### src/rtl/edge_sync_pkg.sv
// Shared definitions for the edge_sync_multi block.
// Contents:
//   edge_mode_t     - per-channel edge-detect mode encoding
//   SYNC_STAGES_MIN - smallest legal synchroniser depth
package edge_sync_pkg;

    typedef enum logic [1:0] {
        EDGE_OFF  = 2'b00,
        EDGE_RISE = 2'b01,
        EDGE_FALL = 2'b10,
        EDGE_BOTH = 2'b11
    } edge_mode_t;

    localparam int unsigned SYNC_STAGES_MIN = 2;

endpackage

### src/rtl/edge_sync_chan.sv
// One channel of edge_sync_multi: synchroniser chain, optional glitch filter,
// edge detector and sticky event flag.
// Optional feature: define EDGE_SYNC_FILT_EN to build the glitch filter.
// Ports:
//   clk       - clock, rising edge
//   rst_n     - asynchronous active-low reset
//   data      - asynchronous input
//   edge_mode - edge selection (edge_mode_t encoding)
//   evt_clr   - sticky flag clear
//   level_out - synchronised (filtered) level
//   pulse_out - one-cycle edge strobe
//   evt_flag  - sticky event flag
module edge_sync_chan
    import edge_sync_pkg::*;
#(
    parameter int unsigned SYNC_STAGES = 2,
    parameter int unsigned FILT_LEN    = 4
) (
    input  logic       clk,
    input  logic       rst_n,
    input  logic       data,
    input  logic [1:0] edge_mode,
    input  logic       evt_clr,
    output logic       level_out,
    output logic       pulse_out,
    output logic       evt_flag
);

    logic [SYNC_STAGES-1:0] sync_q, sync_d;
    logic                   sy;
    logic                   level_q, level_d;
    logic                   pulse_q, pulse_d;
    logic                   flag_q, flag_d;
    logic                   rise, fall;

    // Bit 0 samples the asynchronous input; the top bit is the synchronised sample.
    assign sync_d = {sync_q[SYNC_STAGES-2:0], data};
    assign sy     = sync_q[SYNC_STAGES-1];

`ifdef EDGE_SYNC_FILT_EN
    localparam int unsigned CntW = $clog2(FILT_LEN) + 1;

    logic [CntW-1:0] cnt_q, cnt_d;

    // Level only moves once sy has differed from it for FILT_LEN consecutive cycles.
    always_comb begin
        cnt_d   = '0;
        level_d = level_q;
        if (sy == level_q) begin
            cnt_d = '0;
        end else if (cnt_q == CntW'(FILT_LEN - 1)) begin
            level_d = sy;
            cnt_d   = '0;
        end else begin
            cnt_d = cnt_q + 1'b1;
        end
    end

    always_ff @(posedge clk or negedge rst_n) begin
        if (!rst_n) begin
            cnt_q <= '0;
        end else begin
            cnt_q <= cnt_d;
        end
    end
`else
    if (FILT_LEN < 1) begin : g_bad_filt
        $error("FILT_LEN must be at least 1");
    end

    assign level_d = sy;
`endif

    assign rise = level_d & ~level_q;
    assign fall = ~level_d & level_q;

    always_comb begin
        pulse_d = 1'b0;
        unique case (edge_mode_t'(edge_mode))
            EDGE_OFF:  pulse_d = 1'b0;
            EDGE_RISE: pulse_d = rise;
            EDGE_FALL: pulse_d = fall;
            EDGE_BOTH: pulse_d = rise | fall;
            default:   pulse_d = 1'b0;
        endcase
    end

    // Flag follows the registered pulse, so it rises one edge after pulse_out; set beats clear.
    assign flag_d = pulse_q | (flag_q & ~evt_clr);

    always_ff @(posedge clk or negedge rst_n) begin
        if (!rst_n) begin
            sync_q  <= '0;
            level_q <= 1'b0;
            pulse_q <= 1'b0;
            flag_q  <= 1'b0;
        end else begin
            sync_q  <= sync_d;
            level_q <= level_d;
            pulse_q <= pulse_d;
            flag_q  <= flag_d;
        end
    end

    assign level_out = level_q;
    assign pulse_out = pulse_q;
    assign evt_flag  = flag_q;

endmodule

### src/rtl/edge_sync_multi.sv
// Multi-channel synchroniser and edge detector. Generates WIDTH independent
// edge_sync_chan instances and ORs their sticky flags.
// Optional feature: define EDGE_SYNC_FILT_EN to build the per-channel glitch filter.
// Ports:
//   clk       - clock, rising edge
//   rst_n     - asynchronous active-low reset
//   data      - asynchronous inputs, one per channel
//   edge_mode - per-channel mode, bits [2i+1:2i]
//   evt_clr   - per-channel sticky flag clear
//   level_out - synchronised (filtered) levels
//   pulse_out - one-cycle edge strobes
//   evt_flag  - sticky event flags
//   evt_any   - OR of evt_flag
module edge_sync_multi
    import edge_sync_pkg::*;
#(
    parameter int unsigned WIDTH       = 4,
    parameter int unsigned SYNC_STAGES = 2,
    parameter int unsigned FILT_LEN    = 4
) (
    input  logic               clk,
    input  logic               rst_n,
    input  logic [WIDTH-1:0]   data,
    input  logic [2*WIDTH-1:0] edge_mode,
    input  logic [WIDTH-1:0]   evt_clr,
    output logic [WIDTH-1:0]   level_out,
    output logic [WIDTH-1:0]   pulse_out,
    output logic [WIDTH-1:0]   evt_flag,
    output logic               evt_any
);

    if (SYNC_STAGES < SYNC_STAGES_MIN) begin : g_bad_sync
        $error("SYNC_STAGES must be at least SYNC_STAGES_MIN");
    end
    if (WIDTH < 1) begin : g_bad_width
        $error("WIDTH must be at least 1");
    end

    for (genvar i = 0; i < WIDTH; i++) begin : g_chan
        edge_sync_chan #(
            .SYNC_STAGES (SYNC_STAGES),
            .FILT_LEN    (FILT_LEN)
        ) u_chan (
            .clk       (clk),
            .rst_n     (rst_n),
            .data      (data[i]),
            .edge_mode (edge_mode[2*i +: 2]),
            .evt_clr   (evt_clr[i]),
            .level_out (level_out[i]),
            .pulse_out (pulse_out[i]),
            .evt_flag  (evt_flag[i])
        );
    end

    assign evt_any = |evt_flag;

endmodule

### config.mk
export PLATFORM = sky130hd
export DESIGN_NAME = edge_sync_multi
export DESIGN_NICKNAME = d
export VERILOG_FILES = /design/src/rtl/edge_sync_pkg.sv /design/src/rtl/edge_sync_chan.sv /design/src/rtl/edge_sync_multi.sv
export SDC_FILE = /design/constraint.sdc
export NUM_CORES = 1
export LEC_CHECK = 0
export CAP_MARGIN = 20
export CORE_MARGIN = 2
export CORE_UTILIZATION = 43
export DETAILED_ROUTE_END_ITERATION = 6
export PLACE_DENSITY = 0.77
export SLEW_MARGIN = 20
export SYNTH_ARGS = -nofsm -noshare
export SYNTH_HDL_FRONTEND = slang
export SYNTH_SLANG_ARGS = --single-unit
### constraint.sdc
create_clock -name clk -period 1.4 [get_ports clk]
set_input_delay 0.14 -clock clk [delete_from_list [all_inputs] [get_ports clk]]
set_output_delay 0.14 -clock clk [all_outputs]
set_load 0.01 [all_outputs]
* After elaboration in Yosys (flattened, before gate mapping)
Cells that the tools add are included.
** Storage, ports and cells
- Output and inout bits :: 13
- Bits of input ports :: 18
- Register bits :: 20
- Word-level logic and storage cells :: 69
** Cells by class
- Multiplexer cells :: 4
- Reductions and logical operators :: 5
- Equality and inequality tests :: 12
- Bitwise gates (word level) :: 32
** Operators by type and width (number)
- 2-bit == test (second input constant) :: 8
- 1-bit case mux with 4 select lines :: 4
- 1-bit AND :: 12
- 1-bit inverter :: 12
- 2-bit by 1-bit == test with 1-bit output (second input constant) :: 4
- 2-bit zero test :: 4
- 1-bit bitwise OR :: 8
- 4-bit OR reduction :: 1

* Logic depth before layout (Yosys ltp)
- Depth after elaboration :: 4
- Mapped depth :: 5
- Gate-level depth less buffers :: 5

* Hierarchy
Synthesis repeated with hierarchy kept, for this count alone.
** Unflattened totals
- Cell total of the unflattened synthesis :: 65
- Area total of the unflattened synthesis :: 788.3 sq um
** Modules (own cells, without submodules)
- edge_sync_chan :: instances 4, cells an instance 16, area an instance 195.2 sq um
- edge_sync_multi :: instances 1, cells an instance 1, area an instance 7.5 sq um

* Least setup slack after synthesis
OpenSTA, ideal clock, no wires.
- Path kind :: reg-to-output
- Start point :: reg g_chan[0].u_chan.flag_q
- End point :: out evt_any
- Required time :: 1.260 ns
- Cell stages (with the launch flop) :: 2
- Slack :: 0.326 ns
- Data arrival time :: 0.934 ns
- Path buffers :: 0
- Cells stage by stage :: dfrtp_1 > or4_1
** Between the ends
- Cells in the longest elaborated chain, start to end :: 1
** Ends and longest elaborated chain
- start: declaration :: line edge_sync_chan.sv:33 : logic flag_q, flag_d;
- start signal: assignment :: line edge_sync_chan.sv:101 : flag_q <= flag_d;
- 4-bit OR reduction :: line edge_sync_multi.sv:55 : assign evt_any = |evt_flag;
- end: declaration :: line edge_sync_multi.sv:29 : output logic evt_any
No other way between the ends.

* Worst setup path after layout
- Start point :: reg g_chan[3].u_chan.flag_q
- End point :: out evt_any
** Between the ends
- Cells in the longest elaborated chain, start to end :: 1
** Ends and longest elaborated chain (line)
- start: declaration :: edge_sync_chan.sv:33
- start signal: assignment :: edge_sync_chan.sv:101
- 4-bit OR reduction :: edge_sync_multi.sv:55
No other way between the ends.

==> summary.txt <==
max-cap viol count -> 0
critical path arrival -> 1.33 ns
CP startpoint kind -> flop
Post-synth EDFFs -> 0
clk buf depth -> 2
Overflow after GRT -> 0
GRT Overall Usage -> 12.8%
# clock sinks -> 20
Synth Area per Inst -> 11.5 um2
Clk pwr share -> 27.5%
synthesized netlist net count -> 102
Final WS setup -> -0.0682 ns
count leader, synth -> dfrtp_1
Critical Path End Type -> output pin
initial antenna violation count -> 0
Synth top area share -> 57.3%
H-tree depth -> 1
total power -> 1.18 mW
post-DP HPWL -> 1130 um
Fin Clk Skew -> 0.00352 ns
post-route cell area -> 1190 um2
CTS tree -> built
pwr/cell area -> 987 nW/um2
die area -> 2410 um2
P_int -> 0.909 mW
Synth area leaders -> dfrtp_1 57%, ha_1 11%, buf_4 10%, inv_1 5.2%, nor2b_1 4.3%
CP Class -> reg -> out
drt drc -> 0
fraction of registers with async set/reset -> 100%
Slew Viols, Final -> 0
first-pass GRT wire length -> 2340 um
critical path peak fanout -> 2
antenna viol nets, final -> 0
latest clock arrival within the worst-skew pair -> 0.29 ns
TNS Setup -> -0.0682 ns
Sw Share -> 22.8%
Pleak -> 0.648 nW
Switch Pwr -> 0.269 mW
Crit path largest cell delay -> 0.50 ns
final hold vios -> 0
min cycle time layout -> 1.47 ns
Starting DRT DRC Count -> 0
starting density of the core -> 45.0%
FP Rows -> 16
sequential power share -> 54.5%
Num CTS Buffers -> 3
die width -> 49.1 um
final period utilization -> 105%
Max Freq -> 681 MHz
Hold-fix buffers, CTS -> 0
Reg-to-Reg End -> g_chan[2].u_chan.pulse_out
Pre-antenna DRT Iters -> 1
Combinational Power Share -> 18.0%
top cells by count, synth -> 20 x dfrtp_1, 12 x buf_4, 12 x inv_1
Post-CTS Setup Repair Bufs -> 0
via count -> 570
Post-Route WL -> 1390 um
Placed Area -> 1150 um2
Area growth syn-to-layout -> 36.7%
Avg WL per Cell -> 10.7 um
violated checks -> negative setup slack
Die Y -> 49.1 um
worst path required time -> 1.26 ns
Max-slew headroom -> 83.4%
Gate Count Post-Synth -> 76
vias in the first global route -> 612
vias per std cell -> 4.38
core box area -> 1940 um2
Cell Chain, Critical Path -> or4_1 > buf_2
RSZ-0062 raised after global routing -> yes
HP Class -> in -> async
layout cells sized above 1 -> 10.7%
Max stage delay cell, worst path -> or4_1
Reg clk slew, reported paths -> 0.11 ns
Reg-to-Reg Start -> g_chan[2].u_chan.sync_q[1]
Worst Reg2Reg Path Length in Cells -> 5
Netlist cell types -> 11
port buffer count -> 30
status -> finished with violations
Final Setup Violations -> 1
Seq/Total Area, Yosys -> 57.3%
Post-synth top flop -> dfrtp_1
post-synth top area cell -> dfrtp_1
number of synthesized register bits -> 20
Synthesis Warnings -> 0
Finished Core Util -> 61.5%
pin count of the biggest net entering global routing -> 21
RePlAce Congestion -> 0.641
CTS root buf -> clkbuf_4
worst reg2reg setup slack -> 0.27 ns
Slew @ Worst Pin -> 0.249 ns
# nets final -> 130
num ports -> 31
peak supply drop -> 687 uV
ant diodes -> 0
Mapped Area -> 873 um2
worst max-delay path: cells and delay by family, from the launching register on:
family                 cells  cell delay (ns)
DFF                        1             0.38
buffers and inverters      1             0.15
and+or+nand+nor            1             0.50
metrics by stage:
step	hold WS, ns	worst slack [ns]	instances
floorplan	-0.156	0.326	76
global placement	0.333	-0.0758	126
detailed placement	0.338	-0.100	126
CTS	0.160	-0.0910	130
global route	0.169	-0.152	130
finish	0.161	-0.0682	130
registers in the layout, summed over array words and instances, names as in the netlist:
| register | flops |
|---|---|
| g_chan.u_chan.level_out | 4 |
| g_chan.u_chan.sync_q | 8 |
| g_chan.u_chan.pulse_out | 4 |
| g_chan.u_chan.evt_flag | 4 |
layout by cell type, fill, tap and decap left out, types with 3 or more instances in the layout:
cell type         n
a21o_1            3
buf_4             5
clkbuf_4          3
clkdlybuf4s50_1  20
dfrtp_1          20
dlygate4sd2_1     4
dlymetal6s2s_1    5
ha_1              8
inv_1            12
nand2_1           5
nor2b_1           6
o21ai_0           7
metal layers:
| layer | GRT usage (%) | share of wire, % |
|---|---|---|
| met3 | 4.29 | 5.9 |
| met4 | 4.29 | 1.4 |
| met5 | 0 | 0 |
| met1 | 11.1 | 33 |
| met2 | 26.1 | 59 |
area by class of cell:
class	count	area (um2)
repair buffers	35	340
inverters	12	45.0
flip-flops and latches	20	500
well taps	27	33.8
fillers	179	748
clock buffers	4	36.3
multi-input cells	32	238
power groups by stage:
stage	clock network (mW)	registers (mW)	logic (mW)
2_1_floorplan	0	0.651	0.108
3_3_place_gp	0	0.651	0.225
3_5_place_dp	0	0.655	0.233
4_1_cts	0.340	0.644	0.219
5_1_grt	0.361	0.648	0.235
6_report	0.324	0.642	0.212
logic make-up (layout without fill, tap and decap cells):
group | after synthesis | count (layout) | share of synthesized area, %
buffers and inverters | 24 | 51 | 15.5
AND/OR/NAND/NOR | 12 | 12 | 7.31
adder cells (fa/ha/maj) | 8 | 8 | 11.5
AO/OA/AOI/OAI | 12 | 12 | 8.45
flip-flops | 20 | 20 | 57.3
how the worst max path moves through the flow:
stage	endpoint	slack, ns	start
5_1_grt	evt_any	-0.15	g_chan[3].u_chan.evt_flag
3_5_place_dp	evt_any	-0.10	g_chan[0].u_chan.evt_flag
4_1_cts	evt_any	-0.09	g_chan[2].u_chan.evt_flag
3_3_place_gp	evt_any	-0.08	g_chan[0].u_chan.evt_flag
6_report	evt_any	-0.07	g_chan[3].u_chan.evt_flag
2_1_floorplan	evt_any	0.33	g_chan[0].u_chan.evt_flag
timing repair:
action	CTS	global route
gates resized for setup	8	5
pin swaps	1	1
endpoints found under the setup margin	5	6
No activity file was read; power rests on OpenSTA's default activity.
